$ cat src/rtl/uart_pkg.sv
// uart_pkg: shared UART constants and FSM state encoding for the transmitter and receiver
package uart_pkg;
    localparam int UART_DATA_W  = 8;
    localparam int UART_BPS_DIV = 5208;
    typedef enum logic [2:0] {
        ST_IDLE   = 3'd0,
        ST_START  = 3'd1,
        ST_DATA   = 3'd2,
        ST_PARITY = 3'd3,
        ST_STOP   = 3'd4
    } uart_state_e;
endpackage

$ cat src/rtl/uart_baud_gen.sv
// uart_baud_gen: bit-period counter, counts 0..DIV-1 while enabled and ticks on the wrap clock
module uart_baud_gen #(
    parameter int DIV   = 5208,
    parameter int CNT_W = 16
) (
    input  logic clk,
    input  logic rst,
    input  logic en_i,
    output logic tick_o
);
    logic [CNT_W-1:0] cnt_q;
    assign tick_o = en_i && (cnt_q == CNT_W'(DIV - 1));
    // counter runs only while enabled and parks at zero otherwise
    always_ff @(posedge clk or posedge rst) begin
        if (rst) cnt_q <= '0;
        else     cnt_q <= en_i ? (tick_o ? '0 : cnt_q + 1'b1) : '0;
    end
endmodule

$ cat src/rtl/uart_byte_tx.sv
// uart_byte_tx: single-byte UART transmitter, 1 start / 8 data LSB first / 1 stop, idle-high;
// define UART_TX_PARITY_EN to insert an even-parity bit between data and stop
module uart_byte_tx
    import uart_pkg::*;
#(
    parameter int BPS_DIV = UART_BPS_DIV,
    parameter int CNT_W   = 16
) (
    input  logic                   clk,
    input  logic                   rst,
    input  logic                   send_en,
    input  logic [UART_DATA_W-1:0] parallel_data_tx,
    output logic                   uart_data_tx,
    output logic                   tx_busy,
    output logic                   tx_down
);
`ifdef UART_TX_PARITY_EN
    localparam uart_state_e AFTER_DATA = ST_PARITY;
`else
    localparam uart_state_e AFTER_DATA = ST_STOP;
`endif
    uart_state_e            state_q, state_d;
    logic [2:0]             bit_q, bit_d;
    logic [UART_DATA_W-1:0] byte_q, byte_d;
    logic                   line_q, line_d;
    logic                   tick, accept;
    assign tx_busy      = state_q != ST_IDLE;
    assign accept       = send_en && !tx_busy;
    assign uart_data_tx = line_q;
    uart_baud_gen #(.DIV(BPS_DIV), .CNT_W(CNT_W)) u_baud (
        .clk    (clk),
        .rst    (rst),
        .en_i   (tx_busy),
        .tick_o (tick)
    );
    // state register
    always_ff @(posedge clk or posedge rst) begin
        if (rst) state_q <= ST_IDLE;
        else     state_q <= state_d;
    end
    // next state: every non-idle state lasts whole bit periods, DATA lasts eight
    always_comb begin
        state_d = state_q;
        case (state_q)
            ST_IDLE:   if (accept) state_d = ST_START;
            ST_START:  if (tick) state_d = ST_DATA;
            ST_DATA:   if (tick && bit_q == 3'd7) state_d = AFTER_DATA;
            ST_PARITY: if (tick) state_d = ST_STOP;
            ST_STOP:   if (tick) state_d = ST_IDLE;
            default:   state_d = ST_IDLE;
        endcase
    end
    // outputs: line level is computed from the next state so the pin is registered with no lag
    always_comb begin
        byte_d  = accept ? parallel_data_tx : byte_q;
        bit_d   = (state_q == ST_DATA && tick) ? bit_q + 3'd1 : bit_q;
        line_d  = state_d == ST_START  ? 1'b0 :
                  state_d == ST_DATA   ? byte_q[bit_d] :
                  state_d == ST_PARITY ? ^byte_q : 1'b1;
        tx_down = state_q == ST_STOP && tick;
    end
    // datapath registers: latched byte, data bit index (wraps to 0 after bit 7), serial line
    always_ff @(posedge clk or posedge rst) begin
        if (rst) begin
            byte_q <= '0;
            bit_q  <= '0;
            line_q <= 1'b1;
        end else begin
            byte_q <= byte_d;
            bit_q  <= bit_d;
            line_q <= line_d;
        end
    end
endmodule
$ cat config.mk
export PLATFORM = sky130hd
export DESIGN_NAME = uart_byte_tx
export DESIGN_NICKNAME = d
export VERILOG_FILES = /design/src/rtl/uart_pkg.sv /design/src/rtl/uart_baud_gen.sv /design/src/rtl/uart_byte_tx.sv
export SDC_FILE = /design/constraint.sdc
export NUM_CORES = 1
export LEC_CHECK = 0
export ABC_CLOCK_PERIOD_IN_PS = 4000
export BUFFER_PORTS_ARGS = -buffer_cell sky130_fd_sc_hd__buf_2
export CELL_PAD_IN_SITES_DETAIL_PLACEMENT = 2
export CELL_PAD_IN_SITES_GLOBAL_PLACEMENT = 2
export CORE_ASPECT_RATIO = 0.75
export CORE_MARGIN = 10
export CORE_UTILIZATION = 41
export CTS_CLUSTER_SIZE = 30
export DETAILED_ROUTE_END_ITERATION = 10
export GPL_ROUTABILITY_DRIVEN = 1
export GPL_TIMING_DRIVEN = 1
export HOLD_SLACK_MARGIN = 0.06
export MAX_ROUTING_LAYER = met4
export PLACE_DENSITY_LB_ADDON = 0.1
export SETUP_SLACK_MARGIN = 0.2
export SLEW_MARGIN = 0
export SYNTH_ARGS = -nofsm -noshare
export SYNTH_HDL_FRONTEND = slang
export SYNTH_SLANG_ARGS = --single-unit
$ cat constraint.sdc
create_clock -name clk -period 4 [get_ports clk]
set_input_delay 0.6 -clock clk [delete_from_list [all_inputs] [get_ports clk]]
set_output_delay 0.6 -clock clk [all_outputs]
set_load 0.01 [all_outputs]
Word-level counts from Yosys, hierarchy flattened
Cells that the tools add are included.
{"block": "totals", "reg_bits": 31, "input_bits": 11, "word_cells": 40}
{"block": "op_classes", "add_sub_neg": 2, "n_lt_le_gt_ge": 1, "eq_ne": 9, "muxes": 14, "reduce_logical": 9}
{"op": "$mux W16", "count": 2}
{"op": "$mux W3", "count": 6}
{"op": "$add A16 B1 Y16 const B", "count": 1}
{"op": "$eq A16 B13 Y1 const B", "count": 1}
{"op": "$pmux W3 S5", "count": 1}
{"op": "$eq A3 B2 Y1 const B", "count": 4}
{"op": "$reduce_xor A8 Y1", "count": 1}
{"op": "$eq A3 B1 Y1 const B", "count": 2}
{"op": "$eq A3 B3 Y1 const B", "count": 2}
{"op": "$logic_and A1 B1 Y1", "count": 5}
{"op": "$lt A3 B4 Y1 const B", "count": 1}
{"op": "$mux W1", "count": 4}
{"op": "$add A3 B1 Y3 const B", "count": 1}
{"op": "$bmux W1 S3", "count": 1}
{"op": "$logic_not A3 Y1", "count": 1}
{"op": "$reduce_bool A3 Y1", "count": 1}
{"op": "$logic_not A1 Y1", "count": 1}

Logic depth before layout (Yosys ltp)
Gate-level depths: netlist of run 1.
{"block": "logic_depth", "word_depth": 9, "mapped_depth": 9}

By module
From an unflattened synthesis of run 1, not the netlist that was laid out.
{"block": "unflattened", "hier_cells": 169, "area_unflattened_um2": 1730.4}
{"mod": "uart_byte_tx", "instances": 1, "cells_per_inst": 88, "area_per_inst_um2": 910.9, "seq_area_each_um2": 376.6}
{"mod": "uart_baud_gen", "instances": 1, "cells_per_inst": 81, "area_per_inst_um2": 819.5, "seq_area_each_um2": 400.4}

Worst setup path before layout of run 1
Ideal clock, no wire load.
{"block": "synth_path", "kind": "reg-to-reg", "start": "reg u_baud.cnt_q[3]", "end": "reg line_q (netlist: uart_data_tx)", "setup_ps": 59, "arrival_time_ps": 2671, "t_required_ps": 3941, "setup_slack_ps": 1270, "stages_incl_launch_ff": 9, "n_path_buf": 1, "period_less_slack_ps": 2730, "cell_sequence": "dfrtp_1 > or4b_4 > or4_1 > buf_2 > nor2_2 > mux2_2 > a2111o_1 > o221ai_1 > a21o_1"}
{"block": "synth_between", "word_cells_on_any_way": 18, "cone_classes": "eq/ne: 4; mux: 11; reduce/logical: 3"}
{"item": "from (decl)", "line_no": "uart_baud_gen.sv:11", "rtl": "logic [CNT_W-1:0] cnt_q;"}
{"item": "from (signal assigned)", "line_no": "uart_baud_gen.sv:16", "rtl": "else cnt_q <= en_i ? (tick_o ? '0 : cnt_q + 1'b1) : '0;"}
{"item": "$eq A16 B13 Y1", "line_no": "uart_baud_gen.sv:12", "rtl": "assign tick_o = en_i && (cnt_q == CNT_W'(DIV - 1));"}
{"item": "$logic_and A1 B1 Y1", "line_no": "uart_baud_gen.sv:12"}
{"item": "$logic_and A1 B1 Y1", "line_no": "uart_byte_tx.sv:56", "rtl": "bit_d = (state_q == ST_DATA && tick) ? bit_q + 3'd1 : bit_q;"}
{"item": "$mux W3", "line_no": "uart_byte_tx.sv:56"}
{"item": "net bit_d[2]", "line_no": "uart_byte_tx.sv:23", "rtl": "logic [2:0] bit_q, bit_d;"}
{"item": "$bmux W1 S3", "line_no": "uart_byte_tx.sv:58", "rtl": "state_d == ST_DATA ? byte_q[bit_d] :"}
{"item": "$mux W1 (not written as such)", "line_no": "uart_byte_tx.sv:58"}
{"item": "$mux W1", "line_no": "uart_byte_tx.sv:58"}
{"item": "$mux W1", "line_no": "uart_byte_tx.sv:57", "rtl": "line_d = state_d == ST_START ? 1'b0 :"}
{"item": "net line_d", "line_no": "uart_byte_tx.sv:25", "rtl": "logic line_q, line_d;"}
{"item": "to (signal assigned)", "line_no": "uart_byte_tx.sv:71", "rtl": "line_q <= line_d;"}
{"item": "to (decl)", "line_no": "uart_byte_tx.sv:25"}
The timed path passes the listed nets, and every way through them passes these cells. The select of a mux whose other input is x is not followed.
A chain may end at the register's enable or synchronous reset.

Worst setup path after layout of run 1
Same ends and word-level chain as after synthesis.

==> out/qor.yml, run 1 <==
final_cells: 232
reg2reg_to: "uart_data_tx$_DFF_PP1_"
clockRootBuffer: "clkbuf_8"
crit_arrival_ns: 3.20
syn-instance-count: 162
worst_ir_drop_vdd_mv: 0.335
worstSetupEndpointType: "flop"
place.gp.congestion: 0.897
place_inst: 224
r2r_slack_ns: 1.03
via_per_inst: 5.53
synth_largest_area_cell: "dfrtp_1"
avgSynthCellArea_um2: 10.2
synthDominantCellAreaShare: 0.452
setup_viol: 0
h-tree-depth: 2
grt_max_degree: 19
cts_hold_buf: 0
syn_nets: 176
ant_nets: 0
die_height_um: 75.1
cp_cell_sequence: "or4b_4 -> or4_1 -> nor2_2 -> mux2_2 -> a2111o_1 -> o221ai_1 -> a21o_1"
max_stage_delay_ns: 0.70
crit_path_end: "uart_data_tx$_DFF_PP1_"
cpMaxStageDelayCell: "or4_1"
drtPass1Iterations: 4
gr-usage-all-layers: 0.144
fin_worst_skew_ns: 0.00566
die_x_um: 93.5
status: "finished, final reports clean"
grt_first_pass_wirelength_mm: 7.63
synth_area_um2: 1660
max_slew_margin: 0.411
synth.distinct_cells: 41
areaGrowthSynthToFinish_pct: 12.6
cp_num_cells: 7
worstSkewPairLatency_ns: 0.28
fin_nets: 193
path_buf_inv: 0
start_kind: "flop"
worstPathRequired_ns: 4.23
ys_seq_area_frac: 0.468
crit_family: "simple AND/OR/NAND/NOR gates"
overflow: 0
antenna_found_initial: 0
initial_core_util: 0.439
cts.sinks: 31
hold_violations: 0
path_clk_slew_ns: 0.07
finalWirelength_mm: 4.52
first_iter_violations: 28
drive_above_1_share: 0.217
tightest_slew_ns: 0.880
post_cts_buffers: 0
wl_per_cell_um: 19.5
rows: 19
numCtsBuffers: 5
post-route-period-util: 0.742
synth_area_leaders: "dfrtp_1, xnor2_1, xor2_1, mux2_2, nor2_1"
rsz0062_at_grt: "no"
vias: 1283
cap_violations: 0
hold_path.class: "primary input to async pin"
route.detailed.drc: 0
fmax_mhz: 337
p_leak_nw: 0.855
fp.dieArea_um2: 7020
grt_pass1_vias: 1440
ys_ff_latch: 31
p_per_area_nw_per_um2: 501
core_area_um2: 3780
fillCellCount: 418
dp_hpwl_mm: 3.36
num_antenna_cells: 0
slew_violations: 0
worstSetupPathType: "flop to flop"
cp_max_fo: 7
cts_buffer_depth: 2
yosys_warnings: 0
r2r-start: "u_baud.cnt_q[3]$_DFF_PP0_"
port_buffers: 13
pin_count: 14
ff2ff_path_depth: 7
cts_tree: "built"
critPathLaunch: "u_baud.cnt_q[3]$_DFF_PP0_"
fin_tns_setup_ns: 0
cts_resized: 0
period_needed_ns: 2.97
## cell usage in the layout, fill, tap and decap left out, types with 2 or more instances in the layout
cell	count
xor2_1	11
clkbuf_8	5
a2111oi_0	2
or2_2	2
a21o_1	3
buf_4	2
a21oi_1	2
and3_1	6
and2_1	2
buf_2	13
nand3_1	9
nor2b_1	3
nand2_1	10
nor4b_1	2
or3_1	3
xnor2_1	11
mux2_2	8
o21ai_0	2
mux2i_1	2
ha_1	3
inv_1	5
dfrtp_1	30
nor2_1	22
## logic make-up (layout without fill, tap and decap cells)
| logic type | count (synthesis) | count (layout) | synth area share |
|---|---|---|---|
| simple gates | 69 | 69 | 0.223 |
| flops | 31 | 31 | 0.468 |
| xor+xnor | 22 | 22 | 0.116 |
| compound gates | 17 | 17 | 0.0792 |
| mux | 10 | 10 | 0.0664 |
| buf+inv | 10 | 28 | 0.0241 |
| fa+ha+maj | 3 | 3 | 0.0226 |
## through the flow
stage | instance area (um2) | util | setup WS, ns | total power (W) | hold WS [ns]
floorplan | 1660 | - | 1.27 | 0.000618 | 0.447
global placement | 1780 | 0.472 | 1.15 | 0.000674 | 0.486
detailed placement | 1780 | 0.472 | 1.06 | 0.000693 | 0.509
CTS | 1870 | 0.494 | 1.03 | 0.000946 | 0.369
global route | 1870 | 0.494 | 0.928 | 0.000994 | 0.387
finish | 1870 | 0.494 | 1.03 | 0.000935 | 0.353
## metal layers
layer  global-route usage  share of wire
met1                0.186           0.49
met2                0.221           0.46
met3               0.0377          0.038
met4               0.0307         0.0069
met5                    -              0
## cell type report
class,count,area [um2],share of cell area
inverter,5,18.8,0.0100
tap,52,65.1,0.0348
sequential,31,777,0.416
clock buffer,6,72.6,0.0388
timing repair buffer,15,80.1,0.0429
multi-input combinational,121,842,0.451
clock inverter,2,12.5,0.00670
## flip-flops by register name (all words and copies together) (netlist names)
register	count
uart_data_tx	1
bit_q	3
u_baud.cnt_q	16
byte_q	8
state_q	3
## how the worst min path moves through the flow
| stage | to | depth (start not counted) | slack [ns] |
|---|---|---|---|
| 6_report | byte_q[6]$_DFFE_PP0P_ | 2 | 0.35 |
| 5_1_grt | u_baud.cnt_q[7]$_DFF_PP0_ | 2 | 0.39 |
| 4_1_cts | byte_q[1]$_DFFE_PP0P_ | 2 | 0.37 |
| 3_5_place_dp | u_baud.cnt_q[0]$_DFF_PP0_ | 1 | 0.51 |
| 3_3_place_gp | u_baud.cnt_q[0]$_DFF_PP0_ | 1 | 0.49 |
| 2_1_floorplan | u_baud.cnt_q[0]$_DFF_PP0_ | 1 | 0.45 |
## power breakdown
group | leakage, nW | internal (W) | switching, W
clock | 0.0412 | 0.000122 | 0.000123
combinational | 0.413 | 0.000134 | 0.000116
sequential | 0.401 | 0.000370 | 0.0000710
## cell usage after synthesis
cell       instances
a2111o_1           1
a2111oi_0          2
a21o_1             3
a21oi_1            2
a31o_2             1
a41o_1             1
and2_1             2
and3_1             6
buf_2              2
clkbuf_1           3
dfrtp_1           30
dfstp_2            1
ha_1               3
inv_1              5
mux2_2             8
mux2i_1            2
nand2_1           10
nand2b_1           1
nand3_1            9
nand4b_1           1
nor2_1            22
nor2_2             1
nor2b_1            3
nor4_1             1
nor4_2             1
nor4b_1            2
o211ai_1           1
o21ai_0            2
o21ai_2            1
o221ai_1           1
o22ai_1            1
o32a_1             1
or2_2              2
or2b_1             1
or3_1              3
or3b_2             1
or4_1              1
or4b_1             1
or4b_4             1
xnor2_1           11
xor2_1            11
Power figures use the tool's default switching activity.
==> run 2, diff against run 1 <==
--- a/config.mk
+++ b/config.mk
@@ -5,13 +5,14 @@
 export SDC_FILE = /design/constraint.sdc
 export NUM_CORES = 1
 export LEC_CHECK = 0
-export ABC_CLOCK_PERIOD_IN_PS = 4000
+export ABC_AREA = 1
+export ABC_CLOCK_PERIOD_IN_PS = 2700
 export BUFFER_PORTS_ARGS = -buffer_cell sky130_fd_sc_hd__buf_2
 export CELL_PAD_IN_SITES_DETAIL_PLACEMENT = 2
 export CELL_PAD_IN_SITES_GLOBAL_PLACEMENT = 2
 export CORE_ASPECT_RATIO = 0.75
 export CORE_MARGIN = 10
-export CORE_UTILIZATION = 41
+export CORE_UTILIZATION = 32
 export CTS_CLUSTER_SIZE = 30
 export DETAILED_ROUTE_END_ITERATION = 10
 export GPL_ROUTABILITY_DRIVEN = 1
==> constraint.sdc (replaced) <==
create_clock -name clk -period 2.7 [get_ports clk]
set_input_delay 0.405 -clock clk [delete_from_list [all_inputs] [get_ports clk]]
set_output_delay 0.405 -clock clk [all_outputs]
set_load 0.01 [all_outputs]
==> out/qor.yml, run 2 <==
hold_violations: 0
finalWirelength_mm: 4.66
cp_cell_sequence: "ha_1 -> nand2_1 -> nor4_1 -> nand2_1 -> nor2_1 -> buf_2"
post-route-period-util: 0.823
drive_above_1_share: 0.228
final_cell_mix: "nand2_1, dfrtp_1, nor2_1, inv_1, nand3_1"
die_x_um: 105
route.detailed.drc: 0
synth_ff_type: "dfrtp_1"
cts_hold_buf: 0
async_flop_share: 1.00
path_clk_slew_ns: 0.07
h-tree-depth: 2
max_slew_margin: 0.408
cpMaxStageDelayCell: "nor4_1"
syn_nets: 228
initial_core_util: 0.326
worstSetupEndpointType: "primary output"
pin_count: 14
avgSynthCellArea_um2: 8.06
worstPathRequired_ns: 2.30
regMostFlops: "u_baud.cnt_q"
yosys-top-cells-count: "nand2_1, dfrtp_1, inv_1, nor2_1, nand3_1"
setup_viol: 0
fmax_mhz: 450
ff2ff_path_depth: 10
final_util: 0.374
largest_reg_flops: 16
dp_hpwl_mm: 3.76
largestRegisters: "u_baud.cnt_q x16, byte_q x8"
p_leak_nw: 0.930
rsz0062_at_grt: "no"
fin_nets: 250
ys_seq_area_frac: 0.451
crit_family: "simple AND/OR/NAND/NOR gates"
synth-edff-count: 0
wl_per_cell_um: 14.9
path_buf_inv: 1
synth_area_um2: 1720
slew_violations: 0
fin_worst_skew_ns: 0.00478
period_needed_ns: 2.22
hold_path.class: "primary input to async pin"
port_buffers: 13
worst_ir_drop_vdd_mv: 0.430
synth.distinct_cells: 29
cts_tree: "built"
post_cts_buffers: 0
grt_max_degree: 24
gr-usage-all-layers: 0.115
yosysMostFrequentCell: "nand2_1"
synthDominantCellAreaShare: 0.435
rows: 23
areaGrowthSynthToFinish_pct: 14.9
clockRootBuffer: "clkbuf_8"
grt_pass1_vias: 1654
first_iter_violations: 35
vias: 1449
reg2reg_to: "u_baud.cnt_q[14]$_DFF_PP0_"
cts_resized: 0
antenna_found_initial: 0
die_height_um: 83.6
status: "finished, final reports clean"
numCtsBuffers: 5
place.gp.congestion: 0.797
fin_hold_ws_ns: 0.316
worstSetupPathType: "flop to primary output"
p_per_area_nw_per_um2: 663
synth_largest_area_cell: "dfrtp_1"
ys_ff_latch: 31
cts_buffer_depth: 2
num_antenna_cells: 0
r2r_slack_ns: 0.73
final_common_cell: "nand2_1"
via_per_inst: 4.64
cts.sinks: 31
yosys_warnings: 0
cp_common_cell: "nand2_1"
grt_first_pass_wirelength_mm: 8.29
cp_max_fo: 3
cap_violations: 0
fp.dieArea_um2: 8750
worstSkewPairLatency_ns: 0.27
tightest_slew_ns: 0.887
start_kind: "flop"
overflow: 0
fin_tns_setup_ns: 0
core_area_um2: 5300
synth_area_leaders: "dfrtp_1, nand2_1, inv_1, nor2_1, nand3_1"
max_stage_delay_ns: 0.43
drtPass1Iterations: 4
ant_nets: 0
crit_arrival_ns: 1.82
r2r-start: "u_baud.cnt_q[0]$_DFF_PP0_"
syn-instance-count: 214
run 2: cell count changes after synthesis, sizes merged, moves of 4 or more:
cell   before  now
a21oi       2    9
and3        6    0
inv         5   30
mux2        8    0
nand2      10   56
nand3       9   19
nor2       23   29
nor3        0    7
o21ai       3    7
xnor2      11    6
xor2       11    3
run 2: worst max path at each step:
| stage | start | end | cells past startpoint |
|---|---|---|---|
| after CTS | u_baud.cnt_q[0]$_DFF_PP0_ | tx_down | 6 |
| after global placement | u_baud.cnt_q[0]$_DFF_PP0_ | tx_down | 6 |
| after floorplan | u_baud.cnt_q[0]$_DFF_PP0_ | u_baud.cnt_q[9]$_DFF_PP0_ | 10 |
| final | u_baud.cnt_q[0]$_DFF_PP0_ | tx_down | 6 |
| after detailed placement | u_baud.cnt_q[0]$_DFF_PP0_ | u_baud.cnt_q[14]$_DFF_PP0_ | 10 |
| after global routing | u_baud.cnt_q[0]$_DFF_PP0_ | tx_down | 6 |
run 2: kinds of logic after synthesis:
group           after synthesis  synth area share
flops                        31             0.451
simple gates                118             0.345
compound gates               21            0.0668
fa+ha+maj                     3            0.0218
buf+inv                      32            0.0697
xor+xnor                      9            0.0457
run 2: worst reg2reg max path: stages, from the launching register on:
cell and delay (ns):
dfrtp_1 0.38, ha_1 0.18, nand2_1 0.10, nor2_2 0.13
nand3_1 0.13, nor2_1 0.20, inv_2 0.06, nor3_2 0.22
nand3_2 0.15, nor3_1 0.23, nor3_2 0.07
run 2: layer usage:
layer / track usage / up-vias / wire length [um]
li1: - / 726 / -
met1: 0.153 / 700 / 2440
met2: 0.180 / 23 / 2110
met3: 0.0262 / 0 / 110
met4: 0.0112 / 0 / 0
met5: - / - / 0
run 2: area by class of cell:
cell class                 instances  area (um2)
fill                             643        3310
multi-input combinational        151         827
sequential                        31         777
inverter                          32         120
tap                               75        93.8
timing repair buffer              15        80.1
clock buffer                       5        68.8
clock inverter                     3        15.0
run 2: through the flow:
step / power, W / instances / instance area, um2 / worst slack, ns
after floorplan: 0.000880 / 214 / 1720 / 1.02
after global placement: 0.000968 / 304 / 1900 / 0.768
after detailed placement: 0.000985 / 304 / 1900 / 0.720
after CTS: 0.00135 / 312 / 1980 / 0.425
after global routing: 0.00143 / 312 / 1980 / 0.243
final: 0.00131 / 312 / 1980 / 0.477
run 2: power breakdown:
part,switching [W],internal [W]
registers,0.0000866,0.000545
logic,0.000183,0.000153
clock network,0.000170,0.000176
total,0.000440,0.000874
==> run 3, diff against run 2 <==
--- a/config.mk
+++ b/config.mk
@@ -5,14 +5,14 @@
 export SDC_FILE = /design/constraint.sdc
 export NUM_CORES = 1
 export LEC_CHECK = 0
-export ABC_AREA = 1
-export ABC_CLOCK_PERIOD_IN_PS = 2700
+export ABC_AREA = 0
+export ABC_CLOCK_PERIOD_IN_PS = 1900
 export BUFFER_PORTS_ARGS = -buffer_cell sky130_fd_sc_hd__buf_2
 export CELL_PAD_IN_SITES_DETAIL_PLACEMENT = 2
 export CELL_PAD_IN_SITES_GLOBAL_PLACEMENT = 2
 export CORE_ASPECT_RATIO = 0.75
 export CORE_MARGIN = 10
-export CORE_UTILIZATION = 32
+export CORE_UTILIZATION = 34
 export CTS_CLUSTER_SIZE = 30
 export DETAILED_ROUTE_END_ITERATION = 10
 export GPL_ROUTABILITY_DRIVEN = 1
==> constraint.sdc (replaced) <==
create_clock -name clk -period 1.9 [get_ports clk]
set_input_delay 0.285 -clock clk [delete_from_list [all_inputs] [get_ports clk]]
set_output_delay 0.285 -clock clk [all_outputs]
set_load 0.01 [all_outputs]
==> out/qor.yml, run 3 (synthesis gave the netlist of run 1 again) <==
status: "finished, violations left"
failed_checks: "setup timing"
fin_nets: 248
overflow: 0
finalWirelength_mm: 7.94
grt.busiest_layer: "met2"
areaGrowthSynthToFinish_pct: 53.1
initial_core_util: 0.361
first_iter_violations: 81
vias: 1612
place_area_um2: 2110
p_total_w: 0.00258
final_common_cell: "buf_4"
p_per_area_nw_per_um2: 1010
use_met2: 0.335
post-route-period-util: 1.40
numCtsBuffers: 5
cts_buffer_depth: 2
grt_pass1_vias: 1886
setup_viol: 24
critPathLaunch: "u_baud.cnt_q[8]$_DFF_PP0_"
rows: 21
fin_worst_skew_ns: 0.0110
die_x_um: 101
drtPass1Iterations: 4
gr-usage-all-layers: 0.205
h-tree-depth: 2
regMostFlops: "u_baud.cnt_q"
antenna_found_initial: 0
slew_violations: 0
cts.sinks: 31
route.detailed.drc: 0
drive_above_1_share: 0.498
worstSetupEndpointType: "flop"
cts_hold_buf: 0
largest_reg_flops: 16
worstSetupPathType: "flop to flop"
r2r-start: "u_baud.cnt_q[8]$_DFF_PP0_"
num_antenna_cells: 0
fillCellCount: 457
tightest_slew_ns: 0.440
grtUsageMet1: 0.238
clockRootBuffer: "clkbuf_8"
dp_slack_ns: -0.651
period_needed_ns: 2.67
path_clk_slew_ns: 0.08
worst_ir_drop_vdd_mv: 0.672
via_per_inst: 5.52
cp_max_fo: 3
wl_per_cell_um: 27.2
cts_tree: "built"
worstSkewPairLatency_ns: 0.31
final_cell_mix: "buf_4, dfrtp_1, buf_2"
dp_hpwl_mm: 3.89
pin_count: 14
start_kind: "flop"
grt_first_pass_wirelength_mm: 11.9
rsz0062_at_grt: "yes"
p_leak_nw: 1.19
grt_max_degree: 32
layout_setup_ws_ns: -0.766
die_height_um: 80.5
met3_usage: 0.0445
core_area_um2: 4600
largestRegisters: "u_baud.cnt_q x16, byte_q x8"
fin_tns_setup_ns: -8.63
cap_violations: 0
max_slew_margin: 0.707
place.gp.congestion: 0.894
hold_path.class: "primary input to async pin"
fmax_mhz: 375
crit_arrival_ns: 2.92
worstPathRequired_ns: 2.15
port_buffers: 13
hold_violations: 0
ant_nets: 0
fin_area_um2: 2540
fp.dieArea_um2: 8100
[run 3: changes by cell type in the layout (fill, tap and decap cells not counted), sizes merged, moves of 4 or more]
cell and delta:
inv -25, xor2 +8, buf +55, clkinv -4
xnor2 +5, nor3 -7, and3 +6, nor2 -6
a21oi -7, nand3 -10, o21ai -4, nand2 -46
mux2 +8
[run 3: per-stage QoR]
stage | cells | util | hold WS, ns
after floorplan | 162 | - | 0.388
after global placement | 267 | 0.459 | 0.389
after detailed placement | 267 | 0.459 | 0.398
after CTS | 290 | 0.537 | 0.0837
after global routing | 292 | 0.552 | 0.113
final | 292 | 0.552 | 0.0865
[run 3: repair_timing]
item | 4_1_cts | 5_1_grt
endpoints found under the setup margin | 32 | 32
resized for setup | 29 | 16
pin swaps | 12 | 4
buffers inserted | 14 | 2
cloned | 1 | 0
[run 3: critical path, cell delays in order (launching register included)]
cell and delay, ns:
dfrtp_1 0.42, or4b_4 0.59, or4_4 0.49, nor2_4 0.13
mux2_4 0.32, a2111o_1 0.31, o221ai_2 0.18, a21o_1 0.16
[run 3: metal layers]
layer  part of all wire  vias to the layer above
li1                   -                      707
met1               0.43                      853
met2               0.52                       40
met3              0.036                       12
met4              0.018                        0
met5                  0                        -
[run 3: final cells by class]
type / count / area [um2] / area share
sequential: 31 / 777 / 0.306
tap: 57 / 71.3 / 0.0281
inverter: 5 / 18.8 / 0.00739
clock inverter: 2 / 35.0 / 0.0138
clock buffer: 6 / 82.6 / 0.0325
multi-input combinational: 121 / 990 / 0.390
timing repair buffer: 70 / 566 / 0.223
[run 3: final timing paths]
| path | to | cells after the start | slack [ns] |
|---|---|---|---|
| worst min-delay path | byte_q[2]$_DFFE_PP0P_ | 3 | 0.09 |
| worst max register to register | uart_data_tx$_DFF_PP1_ | 7 | -0.77 |
| worst min register to register | byte_q[6]$_DFFE_PP0P_ | 1 | 0.63 |
| min in group clk | byte_q[7]$_DFFE_PP0P_ | 2 | 0.21 |
| max in group asynchronous | uart_data_tx$_DFF_PP1_ | 3 | 1.47 |
| worst max-delay path | uart_data_tx$_DFF_PP1_ | 7 | -0.77 |
[run 3: where the power goes]
part	total, W	switching (W)	internal, W
clock network	0.000721	0.000297	0.000425
registers	0.000900	0.000122	0.000778
logic	0.000955	0.000494	0.000462
